`src/rtl/mem_port_arbiter.sv`:
```
`default_nettype none
// mem_port_arbiter: shares one memory port between fetch (IF) and memory stage (DM).
// Optional MEM_ARB_RR_EN: round-robin on simultaneous requests instead of DM-first priority.
module mem_port_arbiter #(
  parameter int DEPTH   = 128,
  parameter int MEM_LAT = 1
) (
  input  logic                     clk,
  input  logic                     reset,
  input  logic                     if_req,
  input  logic [63:0]              if_addr,
  output logic [63:0]              if_rdata,
  output logic                     if_valid,
  output logic                     if_err,
  input  logic                     dm_req,
  input  logic                     dm_we,
  input  logic [63:0]              dm_addr,
  input  logic [63:0]              dm_wdata,
  output logic [63:0]              dm_rdata,
  output logic                     dm_valid,
  output logic                     dm_err,
  output logic                     mem_en,
  output logic                     mem_we,
  output logic [$clog2(DEPTH)-1:0] mem_addr,
  output logic [63:0]              mem_wdata,
  input  logic [63:0]              mem_rdata,
  output logic                     busy
);
  localparam int AW = $clog2(DEPTH);

  typedef enum logic [1:0] {IDLE, ACCESS, WAIT, RESP} state_t;

  state_t      state;
  logic [3:0]  lat_cnt;
  logic        owner_dm;
  logic        we_q;
  logic        grant_dm;
  logic [63:0] sel_addr;
  logic        addr_err;

`ifdef MEM_ARB_RR_EN
  logic last_dm;

  assign grant_dm = dm_req && (!if_req || !last_dm);

  always_ff @(posedge clk or posedge reset) begin
    if (reset)
      last_dm <= 1'b0;
    else if (state == IDLE && (dm_req || if_req))
      last_dm <= grant_dm;
  end
`else
  assign grant_dm = dm_req;
`endif

  assign sel_addr = grant_dm ? dm_addr : if_addr;
  // Full 64-bit compare so any set bit above the index range is an error.
  assign addr_err = (sel_addr >= 64'(DEPTH));

  always_ff @(posedge clk or posedge reset) begin
    if (reset) begin
      state     <= IDLE;
      lat_cnt   <= 4'd0;
      owner_dm  <= 1'b0;
      we_q      <= 1'b0;
      if_rdata  <= 64'd0;
      if_valid  <= 1'b0;
      if_err    <= 1'b0;
      dm_rdata  <= 64'd0;
      dm_valid  <= 1'b0;
      dm_err    <= 1'b0;
      mem_en    <= 1'b0;
      mem_we    <= 1'b0;
      mem_addr  <= '0;
      mem_wdata <= 64'd0;
      busy      <= 1'b0;
    end else begin
      if_valid <= 1'b0;
      if_err   <= 1'b0;
      dm_valid <= 1'b0;
      dm_err   <= 1'b0;
      mem_en   <= 1'b0;
      mem_we   <= 1'b0;
      case (state)
        IDLE: begin
          if (dm_req || if_req) begin
            owner_dm  <= grant_dm;
            we_q      <= grant_dm && dm_we;
            mem_addr  <= sel_addr[AW-1:0];
            mem_wdata <= grant_dm ? dm_wdata : 64'd0;
            if (addr_err) begin
              // Error answers straight from IDLE so the pulse lands one cycle after the request.
              if (grant_dm) begin
                dm_valid <= 1'b1;
                dm_err   <= 1'b1;
                dm_rdata <= 64'd0;
              end else begin
                if_valid <= 1'b1;
                if_err   <= 1'b1;
                if_rdata <= 64'd0;
              end
            end else begin
              state  <= ACCESS;
              mem_en <= 1'b1;
              mem_we <= grant_dm && dm_we;
              busy   <= 1'b1;
            end
          end
        end
        ACCESS: begin
          lat_cnt <= 4'(MEM_LAT - 1);
          state   <= (MEM_LAT > 1) ? WAIT : RESP;
        end
        WAIT: begin
          lat_cnt <= lat_cnt - 4'd1;
          if (lat_cnt == 4'd1)
            state <= RESP;
        end
        RESP: begin
          if (owner_dm) begin
            dm_valid <= 1'b1;
            dm_rdata <= we_q ? 64'd0 : mem_rdata;
          end else begin
            if_valid <= 1'b1;
            if_rdata <= mem_rdata;
          end
          state <= IDLE;
          busy  <= 1'b0;
        end
        default: state <= IDLE;
      endcase
    end
  end
endmodule
`default_nettype wire

```
`config.mk`:
```
export PLATFORM = sky130hd
export DESIGN_NAME = mem_port_arbiter
export DESIGN_NICKNAME = d
export VERILOG_FILES = /design/src/rtl/mem_port_arbiter.sv
export SDC_FILE = /design/constraint.sdc
export NUM_CORES = 1
export LEC_CHECK = 0
export CAP_MARGIN = 10
export CELL_PAD_IN_SITES_DETAIL_PLACEMENT = 2
export CELL_PAD_IN_SITES_GLOBAL_PLACEMENT = 2
export CORE_MARGIN = 2
export CORE_UTILIZATION = 26
export DETAILED_ROUTE_END_ITERATION = 10
export HOLD_SLACK_MARGIN = 0.1
export PLACE_DENSITY_LB_ADDON = 0.1
export SKIP_CTS_REPAIR_TIMING = 1
export SLEW_MARGIN = 40
export SYNTH_ARGS = -nofsm -noshare
export SYNTH_HDL_FRONTEND = slang
export SYNTH_SLANG_ARGS = --single-unit
```
`constraint.sdc`:
```
create_clock -name clk -period 12.76 [get_ports clk]
set_input_delay 1.914 -clock clk [delete_from_list [all_inputs] [get_ports clk]]
set_output_delay 1.914 -clock clk [all_outputs]
set_load 0.05 [all_outputs]
```
# Word level (Yosys, flattened, before mapping)
# Index checks and enable logic that the tools add are counted.
# totals
ff_bits	214
input_bits	261
wordCells	78
# op_classes
n_lt_le_gt_ge	1
eq_ne	12
addsub	1
muxes	39
n_reduce_logical	10
# op_table
operator	n
$mux W64	11
$pmux W64 S2	2
$ge A64 B8 Y1 const B	1
$mux W1	18
$ne A2 B2 Y1 const B	8
$reduce_and A5 Y1	2
$pmux W2 S4	1
$pmux W4 S2	1
$mux W2	3
$pmux W1 S2	3
$reduce_and A3 Y1	2
$eq A2 B2 Y1 const B	2
$eq A4 B1 Y1 const B	1
$reduce_bool A2 Y1	2
$sub A4 B1 Y4 const B	1
$eq A2 B1 Y1 const B	1
$logic_not A2 Y1	1
$reduce_and A2 Y1	1
$logic_and A1 B1 Y1	1
$logic_or A1 B1 Y1	1

# Logic depth before layout (Yosys ltp)
# Gate-level depths: netlist of run 1.
# logic_depth
word_depth	5
depth_mapped	9
mapped_depth_nobuf	7

# Worst setup path after synthesis of run 1
# OpenSTA, ideal clock, no wires.
# synth_timing
path_kind	input to register
startpoint	input port dm_req
endpoint	register if_rdata[0]
t_required_ps	12635
t_arrival_ps	3851
path_stages	7
path_slack_ps	8785
setup_time_ps	125
path_cell_list	buf_2 -> or4b_1 -> nor4_4 -> o211ai_4 -> o21ai_4 -> buf_6 -> mux2_2
# synth_via
elab_chain_len	4
# synth_lines
item	line	text
start, declared	15	input logic dm_req,
$mux W64	56	assign sel_addr = grant_dm ? dm_addr : if_addr;
$ge A64 B8 Y1	58	assign addr_err = (sel_addr >= 64'(DEPTH));
$ne A2 B2 Y1 (no source line)	n/a	
$reduce_and A5 Y1 (no source line) *	n/a	
end signal, assigned	125	if_rdata <= mem_rdata;
end, declared	12	output logic [63:0] if_rdata,
# Every way passes the cells marked *; elsewhere a longest branch is shown, timed or not.
# A chain may end at the register's enable or synchronous reset.

# Final worst setup path of run 1
# layout_timing
startpoint	input port if_addr[62]
endpoint	register if_rdata[21]
# layout_via
elab_chain_len	4
# layout_lines
item	line	text
start, declared	11	input logic [63:0] if_addr,
$mux W64	56	
$ge A64 B8 Y1	58	
$ne A2 B2 Y1 (no source line)	n/a	
$reduce_and A5 Y1 (no source line)	n/a	
# No other way between the ends.

==> flow_summary.yaml, run 1 <==
floorplan:
  die-area_mm2: 0.0352
  ios: 467
  floorplan.rows: 67
  start_util_pct: 26.3
  coreArea_mm2: 0.0334
  die_x_um: 188
  die_h_um: 188
layout:
  mostFrequentLayoutCells: "465 x clkdlybuf4s50_1, 214 x dfrtp_1, 64 x a22o_1"
  design_area_mm2: 0.0148
  fillers: 3394
  mostFrequentLayoutCell: "clkdlybuf4s50_1"
  utilization_pct: 44.4
  syn2layout_area_growth_pct: 68.7
  layout-drive-gt1-share_pct: 9.47
  nets: 1377
clock_network:
  clk_root_buffer_cell: "clkbuf_16"
  cts_made_buffers: 26
  clockBufferDepth: 3
  cts_tree: "yes"
  htree_levels: 1
  cts_sinks: 214
  clock_latency_ns: 0.52
  cts.clk_slew.worst_paths_ns: 0.06
status:
  status: "completed"
setup_path:
  path_cells: "clkdlybuf4s50_1 -> nor4_1 -> nand4_1 -> o22ai_1 -> o211ai_4 -> o21ai_4 -> buf_6 -> mux2_2"
  cpMaxStageDelayCell: "buf_6"
  cp_data_arrival_time_ns: 4.90
  cp-start-kind: "input port"
  max_stage_delay_ns: 0.54
  critPathCaptureType: "register"
  critPathMaxFanout: 64
  crit_required_ns: 13.17
  crit_family: "buffers and inverters"
  crit_buf_inv: 2
  worstSetupPathType: "input port to register"
grt:
  grt_first_pass_wirelength_mm: 55.0
  grt_usage_pct: 20.1
  grt_max_degree: 95
  antenna_found_initial: 2
  gr-total-overflow: 0
  grt_pass1_vias: 8789
timing:
  worst_slew_pin_slew_ns: 0.791
  rsz0062_at_grt: "no"
  setup_viol_count_final: 0
  fin_crit_sh_pct: 35.2
  final_hold_viol_count: 0
  fin_skew_ns: 0.00741
  fmax_mhz: 223
  min_period_ns: 4.49
  drv_slew: 0
  slew_headroom_pct: 47.3
  hold_ws_ns: 0.487
  finalSetupTns_ns: 0
placement:
  hpwl_mm: 25.6
  place_area_mm2: 0.0139
  numPortBuffers: 466
  place.gp.congestion: 0.756
logic_synthesis:
  syn-num-nets: 922
  yosysTopAreaCellShare_pct: 61.0
  synthCells: 655
  synthFlopType: "dfrtp_1"
  synth_cell_types: 41
  synth_area_leaders: "dfrtp_1 61%, a32o_1 6.8%, a22o_1 6.4%"
  syn-cell-area_mm2: 0.00877
  async_flop_share_pct: 100
  synth_edf_count: 0
  ys_seq_area_share_pct: 61.0
  synth_largest_area_cell: "dfrtp_1"
  ys_warn_count: 0
  syn_avg_cell_area_um2: 13.4
  yosys_register_bits: 214
pwr:
  vdd_drop_max_mv: 0.0869
  pwr_density_cell_mw_per_mm2: 116
  leakage_nw: 6.35
route:
  drtAntennaViolNets: 0
  routedWlPerCell_um: 22.5
  drc: 0
  via_count: 7476
  first_iter_violations: 241
  first_pass_iters: 4
  totalWireLength_mm: 35.5
  viasPerCell: 4.73
hold_path:
  hold_class: "register to register"
job:
  cap_violations: 0
## cells in the mapped netlist (2+ instances only)
cell type / n
inv_1: 13
mux2_2: 39
nand2b_1: 3
dfrtp_1: 214
clkbuf_1: 37
mux2_1: 26
nor3_1: 4
mux2i_1: 13
o21ai_0: 10
or3_1: 2
nor4_1: 20
nand3_1: 7
nor2_1: 16
ha_1: 6
nand2_1: 18
o22ai_1: 4
buf_6: 6
a22o_1: 64
nor4b_1: 2
buf_2: 7
a32o_1: 60
and2_1: 62
nand4_1: 4
## per-stage QoR
stage	worst slack, ns	std cells	power (mW)
after CTS	8.25	1578	1.74
after floorplan	5.00	655	0.833
after detailed placement	7.70	1530	0.975
after global placement	6.61	1528	0.972
after global routing	8.08	1580	1.78
final	8.27	1580	1.72
## flip-flops by register name (all words and copies together) (netlist names)
signal / cells
state: 2
busy: 1
owner_dm: 1
if_err: 1
dm_err: 1
if_rdata: 64
mem_en: 1
mem_we: 1
dm_rdata: 64
mem_addr: 7
if_valid: 1
lat_cnt: 4
we_q: 1
mem_wdata: 64
dm_valid: 1
## power breakdown
group / switching, mW / internal [mW] / total, mW
Sequential: 0.0116 / 0.697 / 0.708
Combinational: 0.132 / 0.119 / 0.252
Clock: 0.294 / 0.461 / 0.755
Total: 0.438 / 1.28 / 1.72
## final timing paths
kind | from | to | slack (ns) | cells after the start
worst min-delay path | mem_addr[3]$_DFFE_PP0P_ | mem_addr[3]$_DFFE_PP0P_ | 0.49 | 2
min in group asynchronous | reset | if_rdata[26]$_DFFE_PP0P_ | 1.88 | 2
worst max register to register | state[1]$_DFFE_PP0P_ | if_rdata[21]$_DFFE_PP0P_ | 10.08 | 6
worst min register to register | mem_addr[3]$_DFFE_PP0P_ | mem_addr[3]$_DFFE_PP0P_ | 0.49 | 2
worst max-delay path | if_addr[62] | if_rdata[21]$_DFFE_PP0P_ | 8.27 | 8
max in group asynchronous | reset | dm_rdata[8]$_DFFE_PP0P_ | 9.65 | 3
## layer usage
| layer | vias to the layer above | track usage (%) | wire length [µm] |
|---|---|---|---|
| li1 | 3357 | - | - |
| met1 | 3800 | 24.5 | 14600 |
| met2 | 275 | 34.2 | 17400 |
| met3 | 44 | 6.64 | 2850 |
| met4 | 0 | 4.91 | 767 |
| met5 | - | 0 | 0 |
## cell type report
class	instances	area [µm²]	share of cell area, %
Inverter	13	56.3	0.380
Multi-Input combinational cell	377	3170	21.4
Clock buffer	39	781	5.27
Antenna cell	2	5.00	0.0338
Sequential cell	214	5360	36.2
Timing Repair Buffer	478	4780	32.3
Clock inverter	9	100	0.676
Tap cell	448	561	3.79
## tightest hold or removal path: cells and delay by family, from the launching register on
family           cells  cell delay (ns)
AO/OA/AOI/OAI        1             0.06
flip-flops           1             0.35
AND/OR/NAND/NOR      1             0.05
## kinds of logic after synthesis
| logic type | after synthesis | share of synthesized area [%] |
|---|---|---|
| compound gates | 151 | 15.6 |
| flops | 214 | 61.0 |
| fa+ha+maj | 6 | 0.856 |
| buf+inv | 64 | 3.35 |
| simple gates | 142 | 9.36 |
| mux | 78 | 9.83 |
Note: power is estimated with default switching activity, not from simulation.
==> run 2, diff against run 1 <==
--- a/config.mk
+++ b/config.mk
@@ -9,7 +9,7 @@
 export CELL_PAD_IN_SITES_DETAIL_PLACEMENT = 2
 export CELL_PAD_IN_SITES_GLOBAL_PLACEMENT = 2
 export CORE_MARGIN = 2
-export CORE_UTILIZATION = 26
+export CORE_UTILIZATION = 22
 export DETAILED_ROUTE_END_ITERATION = 10
 export HOLD_SLACK_MARGIN = 0.1
 export PLACE_DENSITY_LB_ADDON = 0.1
==> constraint.sdc (replaced) <==
create_clock -name clk -period 3.95 [get_ports clk]
set_input_delay 0.5925 -clock clk [delete_from_list [all_inputs] [get_ports clk]]
set_output_delay 0.5925 -clock clk [all_outputs]
set_load 0.05 [all_outputs]
==> run 2 against run 1 <==
Non-clock buffer count is 2 higher. Cell count up 4.9%. Hold slack worse by 0.0060 ns. Via count up 1.3%. Final area increased by 1.5%. Critical path depth unchanged. Wire length grew 2.2%. Combinational power rose to 3.3 times the previous value. Die area grew 18%. Core utilization decreased by 6.4 points. Highest routed layer is now met5.
==> flow_summary.yaml, run 2 (same netlist as run 1, synthesis figures left out) <==
clock_network:
  cts_sinks: 214
  cts_tree: "yes"
  clockBufferDepth: 3
  cts.clk_slew.worst_paths_ns: 0.06
  htree_levels: 1
  clock_latency_ns: 0.54
  clk_root_buffer_cell: "clkbuf_16"
  cts_made_buffers: 27
layout:
  nets: 1380
  mostFrequentLayoutCells: "466 x clkdlybuf4s50_1, 214 x dfrtp_1, 64 x a22o_1"
  multi_input_area_mm2: 0.00317
  antennaDiodeCount: 0
  syn2layout_area_growth_pct: 71.3
  fillers: 4062
  largestRegisters: "dm_rdata: 64 flops, if_rdata: 64 flops, mem_wdata: 64 flops"
  layout-drive-gt1-share_pct: 9.72
  mostFrequentLayoutCell: "clkdlybuf4s50_1"
  utilization_pct: 38.0
  seq_area_mm2: 0.00536
setup_path:
  r2r_cells: 6
  critPathCaptureType: "register"
  r2r_slack_ns: 1.69
  critPathMaxFanout: 47
  cp_data_arrival_time_ns: 3.37
  crit_required_ns: 4.37
  crit_family: "compound AO/OA/AOI/OAI gates"
  crit_buf_inv: 2
  max_stage_delay_ns: 0.59
  cp-start-kind: "input port"
  path_cells: "clkdlybuf4s50_1 -> nor4b_1 -> nand4_1 -> o22ai_1 -> o211ai_4 -> o21ai_4 -> buf_12 -> mux2_2"
  r2r_end: "if_rdata[54]$_DFFE_PP0P_"
  cpMaxStageDelayCell: "clkdlybuf4s50_1"
  worstSetupPathType: "input port to register"
  reg2reg_from: "state[0]$_DFFE_PP0P_"
pwr:
  pwr-share-seq_pct: 40.3
  vdd_drop_max_mv: 0.250
  switching_share_pct: 25.3
  intPower_mw: 4.24
  leakage_nw: 6.41
  design_power_total_mw: 5.68
  p_switching_mw: 1.44
  combPwrFrac_pct: 14.6
  clock_power_share_pct: 45.1
  pwr_density_cell_mw_per_mm2: 378
hold_path:
  whs_path_depth: 2
  min_from: "mem_addr[3]$_DFFE_PP0P_"
  hold_class: "register to register"
  hold_end: "mem_addr[3]$_DFFE_PP0P_"
timing:
  setup_slack_ns: 0.997
  worst_slew_pin_slew_ns: 0.738
  fmax_mhz: 339
  min_period_ns: 2.95
  slew_headroom_pct: 50.8
  fin_crit_sh_pct: 74.8
  hold_ws_ns: 0.481
  rsz0062_at_grt: "no"
  fin_skew_ns: 0.0114
  finalSetupTns_ns: 0
  drv_slew: 0
  final_hold_viol_count: 0
  setup_viol_count_final: 0
route:
  via_count: 7571
  drtAntennaViolNets: 0
  totalWireLength_mm: 36.3
  first_iter_violations: 251
  drc: 0
  first_pass_iters: 5
  routedWlPerCell_um: 21.9
  viasPerCell: 4.57
floorplan:
  ios: 467
  die-area_mm2: 0.0415
  die_h_um: 204
  die_x_um: 204
  start_util_pct: 22.2
  coreArea_mm2: 0.0395
  floorplan.rows: 73
placement:
  place.gp.congestion: 0.796
  hpwl_mm: 26.0
  pre_cts_slack_ns: 0.418
  numPortBuffers: 466
grt:
  gr-total-overflow: 0
  grt_pass1_vias: 8606
  grt_usage_pct: 17.2
  antenna_found_initial: 2
  grt_first_pass_wirelength_mm: 54.2
  grt_max_degree: 124
status:
  status: "completed"
job:
  cap_violations: 0
## run 2: worst max-delay path by stage
stage                           start                  endpoint  slack (ns)  cells past startpoint
after floorplan                 reset          busy$_DFFE_PP0P_        0.57                      1
after global placement    dm_addr[39]  if_rdata[41]$_DFFE_PP0P_        0.53                      8
final                          dm_req  if_rdata[54]$_DFFE_PP0P_         1.0                      8
after CTS                      dm_req  if_rdata[44]$_DFFE_PP0P_        0.98                      8
after global routing           dm_req  if_rdata[54]$_DFFE_PP0P_        0.83                      8
after detailed placement       dm_req  if_rdata[21]$_DFFE_PP0P_        0.42                      8
## run 2: metal layers
layer	vias to the layer above	global-route usage, %	routed length, µm
met3	65	6.10	3200
li1	3352	-	-
met5	-	0	12
met4	2	5.16	1100
met2	297	28.5	17300
met1	3855	20.8	14700
## run 2: worst register-to-register path, stage by stage, from the launching register on
cell and delay [ns]:
dfrtp_1 0.40, inv_1 0.12, ha_1 0.44, inv_1 0.23, o21ai_4 0.23, buf_12 0.30
mux2_2 0.42
## run 2: through the flow
stage | cells | instance area, µm²
2_1_floorplan | 655 | 8780
3_3_place_gp | 1608 | 14100
3_5_place_dp | 1609 | 14100
4_1_cts | 1657 | 15000
5_1_grt | 1657 | 15000
6_report | 1657 | 15000
## run 2: layout make-up
cell class | instances | share of cell area (%)
timing repair buffer | 480 | 32.4
clock buffer | 39 | 5.33
clock inverter | 9 | 0.849
tap | 525 | 4.37
sequential | 214 | 35.6
multi-input combinational | 377 | 21.1
inverter | 13 | 0.350
## run 2: power groups by stage
stage | logic (mW) | clock network, mW | registers (mW)
global route | 0.878 | 2.75 | 2.30
detailed placement | 0.841 | 0 | 2.32
floorplan | 0.166 | 0 | 2.52
CTS | 0.843 | 2.68 | 2.29
global placement | 0.836 | 0 | 2.33
finish | 0.827 | 2.56 | 2.29
==> run 3, diff against run 2 <==
--- a/config.mk
+++ b/config.mk
@@ -9,7 +9,7 @@
 export CELL_PAD_IN_SITES_DETAIL_PLACEMENT = 2
 export CELL_PAD_IN_SITES_GLOBAL_PLACEMENT = 2
 export CORE_MARGIN = 2
-export CORE_UTILIZATION = 22
+export CORE_UTILIZATION = 24
 export DETAILED_ROUTE_END_ITERATION = 10
 export HOLD_SLACK_MARGIN = 0.1
 export PLACE_DENSITY_LB_ADDON = 0.1
==> constraint.sdc (replaced) <==
create_clock -name clk -period 3 [get_ports clk]
set_input_delay 0.45 -clock clk [delete_from_list [all_inputs] [get_ports clk]]
set_output_delay 0.45 -clock clk [all_outputs]
set_load 0.05 [all_outputs]
==> run 3 against run 2 <==
Setup slack worse by 0.54 ns. Sequential cell count did not move. Register-to-register slack worse by 0.91 ns. Hold slack got worse by 0.072 ns. Via count is the same. Power up 30%. Largest cell class unchanged. Highest routed layer is now met4.
==> flow_summary.yaml, run 3 (same netlist as run 1, synthesis figures left out) <==
clock_network:
  cts_sinks: 214
  cts_made_buffers: 26
  clockBufferDepth: 3
  cts_tree: "yes"
  cts.clk_slew.worst_paths_ns: 0.06
  clk_root_buffer_cell: "clkbuf_16"
  htree_levels: 1
  clock_latency_ns: 0.54
placement:
  pre_cts_slack_ns: -0.0474
  place_area_mm2: 0.0141
  place.gp.congestion: 0.767
  numPortBuffers: 466
  hpwl_mm: 25.8
timing:
  fmax_mhz: 394
  fin_skew_ns: 0.0218
  drv_slew: 0
  fin_crit_sh_pct: 84.6
  setup_slack_ns: 0.461
  slew_headroom_pct: 52.3
  worst_slew_pin_slew_ns: 0.715
  final_hold_viol_count: 0
  rsz0062_at_grt: "no"
  min_period_ns: 2.54
  setup_viol_count_final: 0
  hold_ws_ns: 0.409
pwr:
  intPower_mw: 5.48
  leakage_nw: 6.46
  pwr-share-seq_pct: 40.8
  clock_power_share_pct: 44.2
  design_power_total_mw: 7.38
  p_switching_mw: 1.90
  pwr_density_cell_mw_per_mm2: 490
  switching_share_pct: 25.8
  vdd_drop_max_mv: 0.367
  combPwrFrac_pct: 14.9
floorplan:
  coreArea_mm2: 0.0363
  die-area_mm2: 0.0381
  start_util_pct: 24.2
  die_h_um: 195
  floorplan.rows: 70
  ios: 467
  die_x_um: 195
setup_path:
  r2r_slack_ns: 0.78
  r2r_cells: 6
  cp_data_arrival_time_ns: 2.94
  critPathMaxFanout: 9
  worstSetupPathType: "input port to register"
  critPathCaptureType: "register"
  cp-start-kind: "input port"
  r2r_end: "if_rdata[54]$_DFFE_PP0P_"
  reg2reg_from: "state[0]$_DFFE_PP0P_"
  crit_required_ns: 3.41
grt:
  grt_usage_pct: 18.6
  gr-total-overflow: 0
  grt_pass1_vias: 8634
  antenna_found_initial: 1
  grt_first_pass_wirelength_mm: 54.5
  grt_max_degree: 108
layout:
  syn2layout_area_growth_pct: 71.6
  largestRegisters: "dm_rdata: 64 flops, if_rdata: 64 flops, mem_wdata: 64 flops"
  utilization_pct: 41.5
  mostFrequentLayoutCells: "466 x clkdlybuf4s50_1, 214 x dfrtp_1, 64 x a22o_1"
  design_area_mm2: 0.0151
  mostFrequentLayoutCell: "clkdlybuf4s50_1"
  layout-drive-gt1-share_pct: 10.8
  nets: 1391
route:
  via_count: 7571
  first_iter_violations: 187
  routedWlPerCell_um: 22.3
  drtAntennaViolNets: 0
  viasPerCell: 4.69
  totalWireLength_mm: 35.9
  drc: 0
  first_pass_iters: 5
job:
  cap_violations: 0
hold_path:
  hold_class: "input port to async pin"
status:
  status: "completed"
run 3: changes by cell type in the layout (fill, tap and decap cells not counted), sizes merged:
| cell | before | now |
|---|---|---|
| buf | 14 | 26 |
| bufinv | 3 | 2 |
| clkbuf | 39 | 38 |
| clkinv | 5 | 7 |
| clkinvlp | 1 | 2 |
| diode | 0 | 2 |
| inv | 13 | 12 |
run 3: layout make-up:
type / instances / area [µm²]
flip-flops and latches: 214 / 5360
fillers: 3708 / 21200
clock buffers: 38 / 786
multi-input cells: 377 / 3170
well taps: 468 / 586
diodes: 2 / 5.00
inverters: 13 / 52.6
clock inverters: 10 / 114
repair buffers: 492 / 4980
run 3: how the worst max path moves through the flow:
stage            from                        to  cells after the start
2_1_floorplan   reset          busy$_DFFE_PP0P_                      1
3_3_place_gp   dm_req  if_rdata[43]$_DFFE_PP0P_                     10
3_5_place_dp   dm_req  dm_rdata[58]$_DFFE_PP0P_                     10
4_1_cts        dm_req  if_rdata[59]$_DFFE_PP0P_                      9
5_1_grt        dm_req      state[1]$_DFFE_PP0P_                      9
6_report       dm_req      state[1]$_DFFE_PP0P_                      9
run 3: critical path, stage by stage:
cell	delay, ns
clkdlybuf4s50_1	0.52
buf_4	0.16
nor4b_1	0.30
nand4_1	0.13
o22ai_1	0.32
o211ai_4	0.15
buf_4	0.21
a221oi_2	0.33
mux2_2	0.37
run 3: power groups by stage:
stage / logic (mW) / registers (mW) / clock network [mW]
floorplan: 0.219 / 3.32 / 0
global placement: 1.10 / 3.06 / 0
detailed placement: 1.11 / 3.06 / 0
CTS: 1.12 / 3.01 / 3.39
global route: 1.17 / 3.02 / 3.50
finish: 1.10 / 3.01 / 3.26
run 3: metrics by stage:
stage | TNS [ns] | std cells
floorplan | -50.11 | 655
global placement | 0 | 1564
detailed placement | -1.44 | 1564
CTS | 0 | 1612
global route | 0 | 1613
finish | 0 | 1614
run 3: per-layer routing:
metal	track usage, %	share of wire, %	vias to the layer above
met5	0	0	-
met4	3.85	1.9	0
met3	6.60	8.3	39
met2	31.5	49	270
met1	22.8	41	3868
li1	-	-	3394
